--- config.mk ---
export PLATFORM = sky130hd
export DESIGN_NAME = instr_align_buffer
export DESIGN_NICKNAME = d
export VERILOG_FILES = /design/src/rtl/instr_align_buffer.sv
export SDC_FILE = /design/constraint.sdc
export NUM_CORES = 1
export LEC_CHECK = 0
export BUFFER_PORTS_ARGS = -buffer_cell sky130_fd_sc_hd__buf_2
export CAP_MARGIN = 20
export CORE_MARGIN = 3
export CORE_UTILIZATION = 45
export DETAILED_ROUTE_END_ITERATION = 8
export PLACE_DENSITY = 0.65
export REMOVE_ABC_BUFFERS = 1
export SYNTH_ARGS = -nofsm -noshare
export SYNTH_HDL_FRONTEND = slang
export SYNTH_SLANG_ARGS = --single-unit
--- constraint.sdc ---
create_clock -name clk -period 6.55 [get_ports clk]
set_clock_uncertainty 0.15 [all_clocks]
set_input_delay 1.31 -clock clk [delete_from_list [all_inputs] [get_ports clk]]
set_output_delay 1.31 -clock clk [all_outputs]
set_load 0.01 [all_outputs]
--- src/rtl/instr_align_buffer.sv ---
// Instruction align buffer: re-slices fetched 32-bit words into 16/32-bit
// RV32IC instructions (including word-straddling ones) for decode.
module instr_align_buffer #(
  parameter logic [31:0] RESET_PC = 32'h0000_0000,
  parameter int          DEPTH_HW = 4
) (
  input  logic        clk,
  input  logic        reset,
  input  logic        in_valid,
  input  logic [31:0] in_word,
  output logic        in_ready,
  input  logic        flush,
  input  logic [31:0] flush_pc,
  output logic        out_valid,
  output logic [31:0] out_instr,
  output logic        out_compressed,
  output logic [31:0] out_pc,
  input  logic        out_ready
);

  // hw[0] is the head halfword; the queue is a packed array so a pop is a shift
  logic [DEPTH_HW-1:0][15:0] hw, hw_sh, hw_nx;
  logic [2:0]                count, count_nx, base, pop_n, push_n;
  logic [31:0]               pc_r;
  logic                      skip_low;
  logic                      head_c, has_instr, push, pop;

  assign head_c    = (hw[0][1:0] != 2'b11);
  assign has_instr = head_c ? (count >= 3'd1) : (count >= 3'd2);

  // Handshakes; in_ready looks only at current count so a full buffer never
  // depends on decode accepting in the same cycle
  assign out_valid      = ~flush & has_instr;
  assign in_ready       = ~reset & ~flush & (count <= 3'd2);
  assign out_instr      = head_c ? {16'h0, hw[0]} : {hw[1], hw[0]};
  assign out_compressed = head_c;
  assign out_pc         = pc_r;

  assign push   = in_valid & in_ready;
  assign pop    = out_valid & out_ready;
  assign pop_n  = pop ? (head_c ? 3'd1 : 3'd2) : 3'd0;
  assign push_n = push ? (skip_low ? 3'd1 : 3'd2) : 3'd0;
  assign base   = count - pop_n;

  // Next queue contents: drop popped halfwords, then append pushed ones
  // behind whatever survives the pop
  always_comb begin
    hw_sh = hw >> {pop_n, 4'b0000};
    hw_nx = hw_sh;
    if (push) begin
      for (int i = 0; i < DEPTH_HW; i++) begin
        if (skip_low) begin
          if (3'(i) == base) hw_nx[i] = in_word[31:16];
        end else begin
          if (3'(i) == base)        hw_nx[i] = in_word[15:0];
          if (3'(i) == base + 3'd1) hw_nx[i] = in_word[31:16];
        end
      end
    end
    count_nx = base + push_n;
  end

  // State update; reset beats flush, flush beats push/pop
  always_ff @(posedge clk) begin
    if (reset) begin
      count    <= 3'd0;
      pc_r     <= RESET_PC;
      skip_low <= 1'b0;
      hw       <= '0;
    end else if (flush) begin
      count    <= 3'd0;
      pc_r     <= {flush_pc[31:1], 1'b0};
      skip_low <= flush_pc[1];
    end else begin
      count <= count_nx;
      hw    <= hw_nx;
      if (pop)  pc_r     <= pc_r + (head_c ? 32'd2 : 32'd4);
      if (push) skip_low <= 1'b0;
    end
  end

endmodule

== Yosys cells after proc, flatten, opt, wreduce, memory -nomap -nowiden ==
Cells that the tools add are included.

* Register bits after elaboration: 100
* Bits of input ports: 69
* Logic and storage cells: 63

* Bitwise operators: 7
* Magnitude comparators: 3
* $add $sub $neg: 4
* Multiplexer cells: 28
* Equal/unequal tests: 7
* Shift operators: 1
* Reductions and logical operators: 5

{| class="wikitable"
|+ Operator list
! kind !! count
|-
| two-way mux 16 bit || 16
|-
| two-way mux 32 bit || 3
|-
| two-way mux 64 bit || 1
|-
| right shift 64 x 6 -> 64 bit || 1
|-
| adder 32 x 3 -> 32 bit || 1
|-
| == test 2 x 3 -> 1 bit (first input constant) || 4
|-
| two-way mux 2 bit || 4
|-
| == test 1 x 3 -> 1 bit (first input constant) || 2
|-
| logical NOT 3 bit || 2
|-
| bitwise AND 1 bit || 5
|-
| nonzero test 2 bit || 2
|-
| adder 3 x 1 -> 3 bit (second input constant) || 1
|-
| adder 3 x 2 -> 3 bit || 1
|-
| >= comparator 3 x 1 -> 1 bit (second input constant) || 1
|-
| >= comparator 3 x 2 -> 1 bit (second input constant) || 1
|-
| less-or-equal comparator 3 x 2 -> 1 bit (second input constant) || 1
|-
| two-way mux 1 bit || 3
|-
| two-way mux 3 bit || 1
|-
| subtractor 3 x 2 -> 3 bit || 1
|-
| != test 2 bit (second input constant) || 1
|-
| NOT 1 bit || 2
|-
| OR reduction 2 bit || 1
|}

== Longest topological paths before layout ==
* Depth after elaboration: 11
* Gate-level depth with buffers: 18

== Worst setup path before layout ==
Ideal clock, no wire load.

* Path type: input-to-reg
* From: input flush
* To: register hw[20] (netlist bit)
* Required time: 6.305 ns
* Arrival: 4.982 ns
* Stages on the path: 17
* Path slack: 1.322 ns
* Path through: clkbuf_1 -> nor2b_1 -> o21ai_1 -> clkbuf_1 -> nor2_1 -> ha_1 -> inv_1 -> fa_1 -> clkbuf_1 -> nor2b_1 -> ha_1 -> nand2_1 -> or2_2 -> a211oi_1 -> buf_2 -> a221oi_1 -> a221oi_1

* Word-level cells in the longest chain between the ends: 10

{| class="wikitable"
|+ Ends and longest elaborated chain
! what !! line !! text
|-
| from (decl) || 12 || <nowiki>input logic flush,</nowiki>
|-
| NOT 1 bit || 33, 34 ||
|-
| bitwise AND 1 bit || 33 || <nowiki>assign out_valid = ~flush & has_instr;</nowiki>
|-
| bitwise AND 1 bit || 40 || <nowiki>assign pop = out_valid & out_ready;</nowiki>
|-
| two-way mux 2 bit || 41 || <nowiki>assign pop_n = pop ? (head_c ? 3'd1 : 3'd2) : 3'd0;</nowiki>
|-
| subtractor 3 x 2 -> 3 bit || 43 || <nowiki>assign base = count - pop_n;</nowiki>
|-
| adder 3 x 1 -> 3 bit or == test 1 x 3 -> 1 bit (tied branches) || 56, 53, 55 ||
|-
| == test 1 x 3 -> 1 bit or two-way mux 16 bit (tied branches) || 56, 55 ||
|-
| two-way mux 16 bit || 56 || <nowiki>if (3'(i) == base + 3'd1) hw_nx[i] = in_word[31:16];</nowiki>
|-
| two-way mux 16 bit || 52 || <nowiki>if (skip_low) begin</nowiki>
|-
| two-way mux 64 bit || 50 || <nowiki>if (push) begin</nowiki>
|-
| to (signal assigned) || 76 || <nowiki>hw <= hw_nx;</nowiki>
|-
| to (decl) || 22 || <nowiki>logic [DEPTH_HW-1:0][15:0] hw, hw_sh, hw_nx;</nowiki>
|}

Parallel ways exist; a longest one is shown, timed or not.
A chain may end at the register's enable or synchronous reset.

== Final worst setup path ==
* From: input out_ready
* To: register hw[13] (netlist bit)

* Word-level cells in the longest chain between the ends: 8

{| class="wikitable"
|+ Ends and longest elaborated chain
! what !! line !! text
|-
| from (decl) || 18 || <nowiki>input logic out_ready</nowiki>
|-
| bitwise AND 1 bit (*) || 40 ||
|-
| two-way mux 2 bit (*) || 41 ||
|-
| subtractor 3 x 2 -> 3 bit || 43 ||
|-
| adder 3 x 1 -> 3 bit or logical NOT 3 bit (tied branches) || 56, 53, 55 ||
|-
| logical NOT 3 bit or two-way mux 16 bit (tied branches) || 56, 55 ||
|-
| two-way mux 16 bit || 56 ||
|-
| two-way mux 16 bit || 52 ||
|-
| two-way mux 64 bit (*) || 50 ||
|}

Every way passes the cells marked *; elsewhere a longest branch is shown, timed or not.

==> results.toml <==
[die]
fp.dieW_um = 131
die_height_um = 131
core.rowCount = 45
die-area_mm2 = 0.0172
initial_utilization_pct = 46.1
ioPinCount = 136
floorplan.core_area_mm2 = 0.0153

[power]
p_int_w = 0.00110
vdd_drop_max_mv = 0.137
clockPowerShare_pct = 39.8
p_comb_share_pct = 16.8
powerDensity_mw_per_mm2 = 192
seqPwrFrac_pct = 43.4
switching_share_pct = 28.1
leakage_nw = 2.89
power.switching_w = 0.000432

[grt]
grt_pass1_wl_mm = 36.5
grt-busiest-layer = "met2"
grtUsageTotal_pct = 26.5
met3_usage_pct = 7.44
grt_pass1_vias = 6875
grt_max_degree = 93
use_met1_pct = 35.9
use_met2_pct = 41.2
grt.overflow.total = 0
antenna_found_initial = 0

[yosys]
synthAdderAreaFrac_pct = 1.74
async_flop_share_pct = 0
synthSimpleGateAreaFrac_pct = 22.7
yosysWarnings = 0
synth_top_family_by_area = "compound AO/OA/AOI/OAI gates"
synth_cells = 943
synth.avg_cell_area_um2 = 7.46
ys_types = 63
yosysSeqAreaShare_pct = 28.2
netlist_area_mm2 = 0.00703
synth_mux_area_share_pct = 1.57
synth_compound_area_share_pct = 34.4
synth_seq_cells = 99
synth_ff_type = "dfxtp_1"
synth_edf_count = 0
synthXorXnorAreaFrac_pct = 1.49

[clocking]
htree_levels = 3
cts_tree = "done"
clk_latency_ns = 0.35
post_cts_resized = 0
path_clk_slew_ns = 0.06
holdBufCountCts = 0
cts_sinks = 99
clock-root-buffer = "clkbuf_16"
clk_path_buf_depth = 2
cts_setup_buffers = 0
numCtsBuffers = 9

[placement]
hpwl_mm = 14.1
placed_cells = 1202
port_buffers = 133
gp_congestion = 0.855

[final_layout]
layout_common_cells = "buf_2 (131), nand2_1 (105), dfxtp_1 (99)"
area_delta_synth_final_pct = 13.7
final_util_pct = 52.4
instances_no_fill = 1218
nFillCells = 1503
drive_above_1_share_pct = 18.9
final_common_cell = "buf_2"
nNetsFinal = 1079

[sta]
drv_slew = 0
setup_viol = 0
grt_setup_unrepaired = "false"
finalCritPeriodShare_pct = 74.7
min_period_ns = 4.89
relSlewSlack_pct = 32.3
fin_hold_ws_ns = 0.338
fmax_mhz = 204
tns_ns = 0
hold_viol_final = 0
worst_pin_slew_ns = 1.02

[critical_path]
cp-start-kind = "input pin"
arrival_ns = 5.00
regToRegStartpoint = "count[0]"
critPathKind = "in -> reg"
critPathCaptureType = "flop"
crit_path_start = "out_ready"
critPathRequiredTime_ns = 6.66
crit_fanout = 13

[drt]
viasPerCell = 6.12
drt_pre_antenna_iters = 6
num_vias = 7454
drc = 0
wl_mm = 22.6
wl_per_cell_um = 18.6
dr.first_iter.drc_count = 700
ant_nets = 0

[run]
maxCapViolations = 0

[outcome]
status = "complete, no violations"

[min_path]
hold_class = "reg -> reg"
worstHoldStart = "hw[9]"
==> metal layers <==
| layer | part of all wire [%] | wire length [um] |
|---|---|---|
| met5 | 0 | 0 |
| met3 | 9.5 | 2140 |
| met2 | 44 | 10000 |
| met1 | 44 | 9990 |
| met4 | 1.9 | 425 |
==> power by group through the flow <==
stage	logic [W]	clock network, W	registers (W)
floorplan	0.000124	0	0.000686
global placement	0.000253	0	0.000679
detailed placement	0.000255	0	0.000679
CTS	0.000256	0.000626	0.000666
global route	0.000285	0.000646	0.000672
finish	0.000257	0.000611	0.000666
==> state kept, by name, indices dropped and copies added (netlist names) <==
| signal | count |
|---|---|
| count | 3 |
| hw | 64 |
| out_pc | 31 |
| skip_low | 1 |
==> worst max-delay path: stages <==
cell and delay, ns:
buf_2 0.15, nor2b_1 0.18, o21ai_1 0.10, nor2_1 0.10
ha_1 0.15, inv_1 0.04, fa_1 0.79, nor2b_1 0.26
ha_1 0.28, nor4bb_1 0.39, a31oi_1 0.08, nor2_1 0.43
buf_4 0.31, a221oi_1 0.11, a221oi_1 0.29
==> area by class of cell <==
type / count / area [um^2] / share of cell area, %
flip-flops and latches: 99 / 1980 / 24.8
inverters: 56 / 210 / 2.63
well taps: 211 / 264 / 3.30
multi-input cells: 680 / 4370 / 54.6
clock inverters: 6 / 105 / 1.31
repair buffers: 156 / 843 / 10.5
clock buffers: 9 / 225 / 2.81
diodes: 1 / 2.50 / 0.0313
==> path summary, 6_finish.rpt <==
check	depth (start not counted)	slack (ns)	to
min reg2reg	2	0.34	hw[9]
max	15	1.66	hw[13]
max reg2reg	14	2.15	hw[13]
min	2	0.34	hw[9]
==> metrics by stage <==
step / setup WS, ns / total power [W] / area, um^2
3_5_place_dp: 1.33 / 0.000935 / 7670
2_1_floorplan: -0.464 / 0.000809 / 6550
6_report: 1.66 / 0.00153 / 8000
5_1_grt: 1.30 / 0.00160 / 8000
3_3_place_gp: 1.33 / 0.000932 / 7670
4_1_cts: 1.66 / 0.00155 / 8000
==> kinds of logic (layout without fill, tap and decap cells) <==
logic type | count (synthesis) | in the layout
DFF | 99 | 99
adders and majority gates | 8 | 8
buffers and inverters | 164 | 227
other | 1 | 2
and+or+nand+nor | 320 | 320
xor gates and xnor gates | 12 | 12
AOI/OAI and AO/OA | 328 | 328
muxes | 11 | 11
==> synthesized netlist by cell type, types with 3 or more instances <==
| cell type | n | area [um^2] |
|---|---|---|
| a21oi_1 | 57 | 285 |
| xor2_1 | 3 | 26.3 |
| a32oi_1 | 9 | 78.8 |
| or4_1 | 3 | 22.5 |
| o221ai_1 | 18 | 158 |
| nor2b_1 | 3 | 18.8 |
| o21bai_1 | 3 | 22.5 |
| a221oi_1 | 61 | 534 |
| fa_1 | 3 | 60.1 |
| a2111oi_0 | 5 | 43.8 |
| and4_1 | 8 | 70.1 |
| nand2_1 | 106 | 398 |
| o21a_1 | 12 | 90.1 |
| a311oi_1 | 6 | 52.6 |
| o22ai_1 | 9 | 56.3 |
| mux2i_1 | 11 | 110 |
| buf_4 | 18 | 135 |
| buf_1 | 8 | 30.0 |
| nand4_1 | 4 | 25.0 |
| o311ai_0 | 10 | 87.6 |
| dfxtp_1 | 99 | 1980 |
| nor3b_1 | 20 | 150 |
| inv_1 | 55 | 206 |
| nor2_1 | 67 | 251 |
| or2_2 | 4 | 25.0 |
| a22oi_1 | 16 | 120 |
| a211oi_1 | 12 | 90.1 |
| o31a_1 | 5 | 43.8 |
| o21ai_0 | 26 | 130 |
| nand3_1 | 34 | 170 |
| a31oi_1 | 11 | 68.8 |
| xnor2_1 | 9 | 78.8 |
| a211o_1 | 8 | 70.1 |
| clkbuf_1 | 71 | 267 |
| o211ai_1 | 44 | 330 |
| ha_1 | 5 | 62.6 |
| nor3_1 | 14 | 70.1 |
| or3_1 | 7 | 43.8 |
| o31ai_1 | 3 | 22.5 |
| buf_2 | 11 | 55.1 |
| and3_1 | 14 | 87.6 |
| nor4_1 | 4 | 25.0 |
| and2_1 | 20 | 125 |
Note: power is estimated with default switching activity, not from simulation.
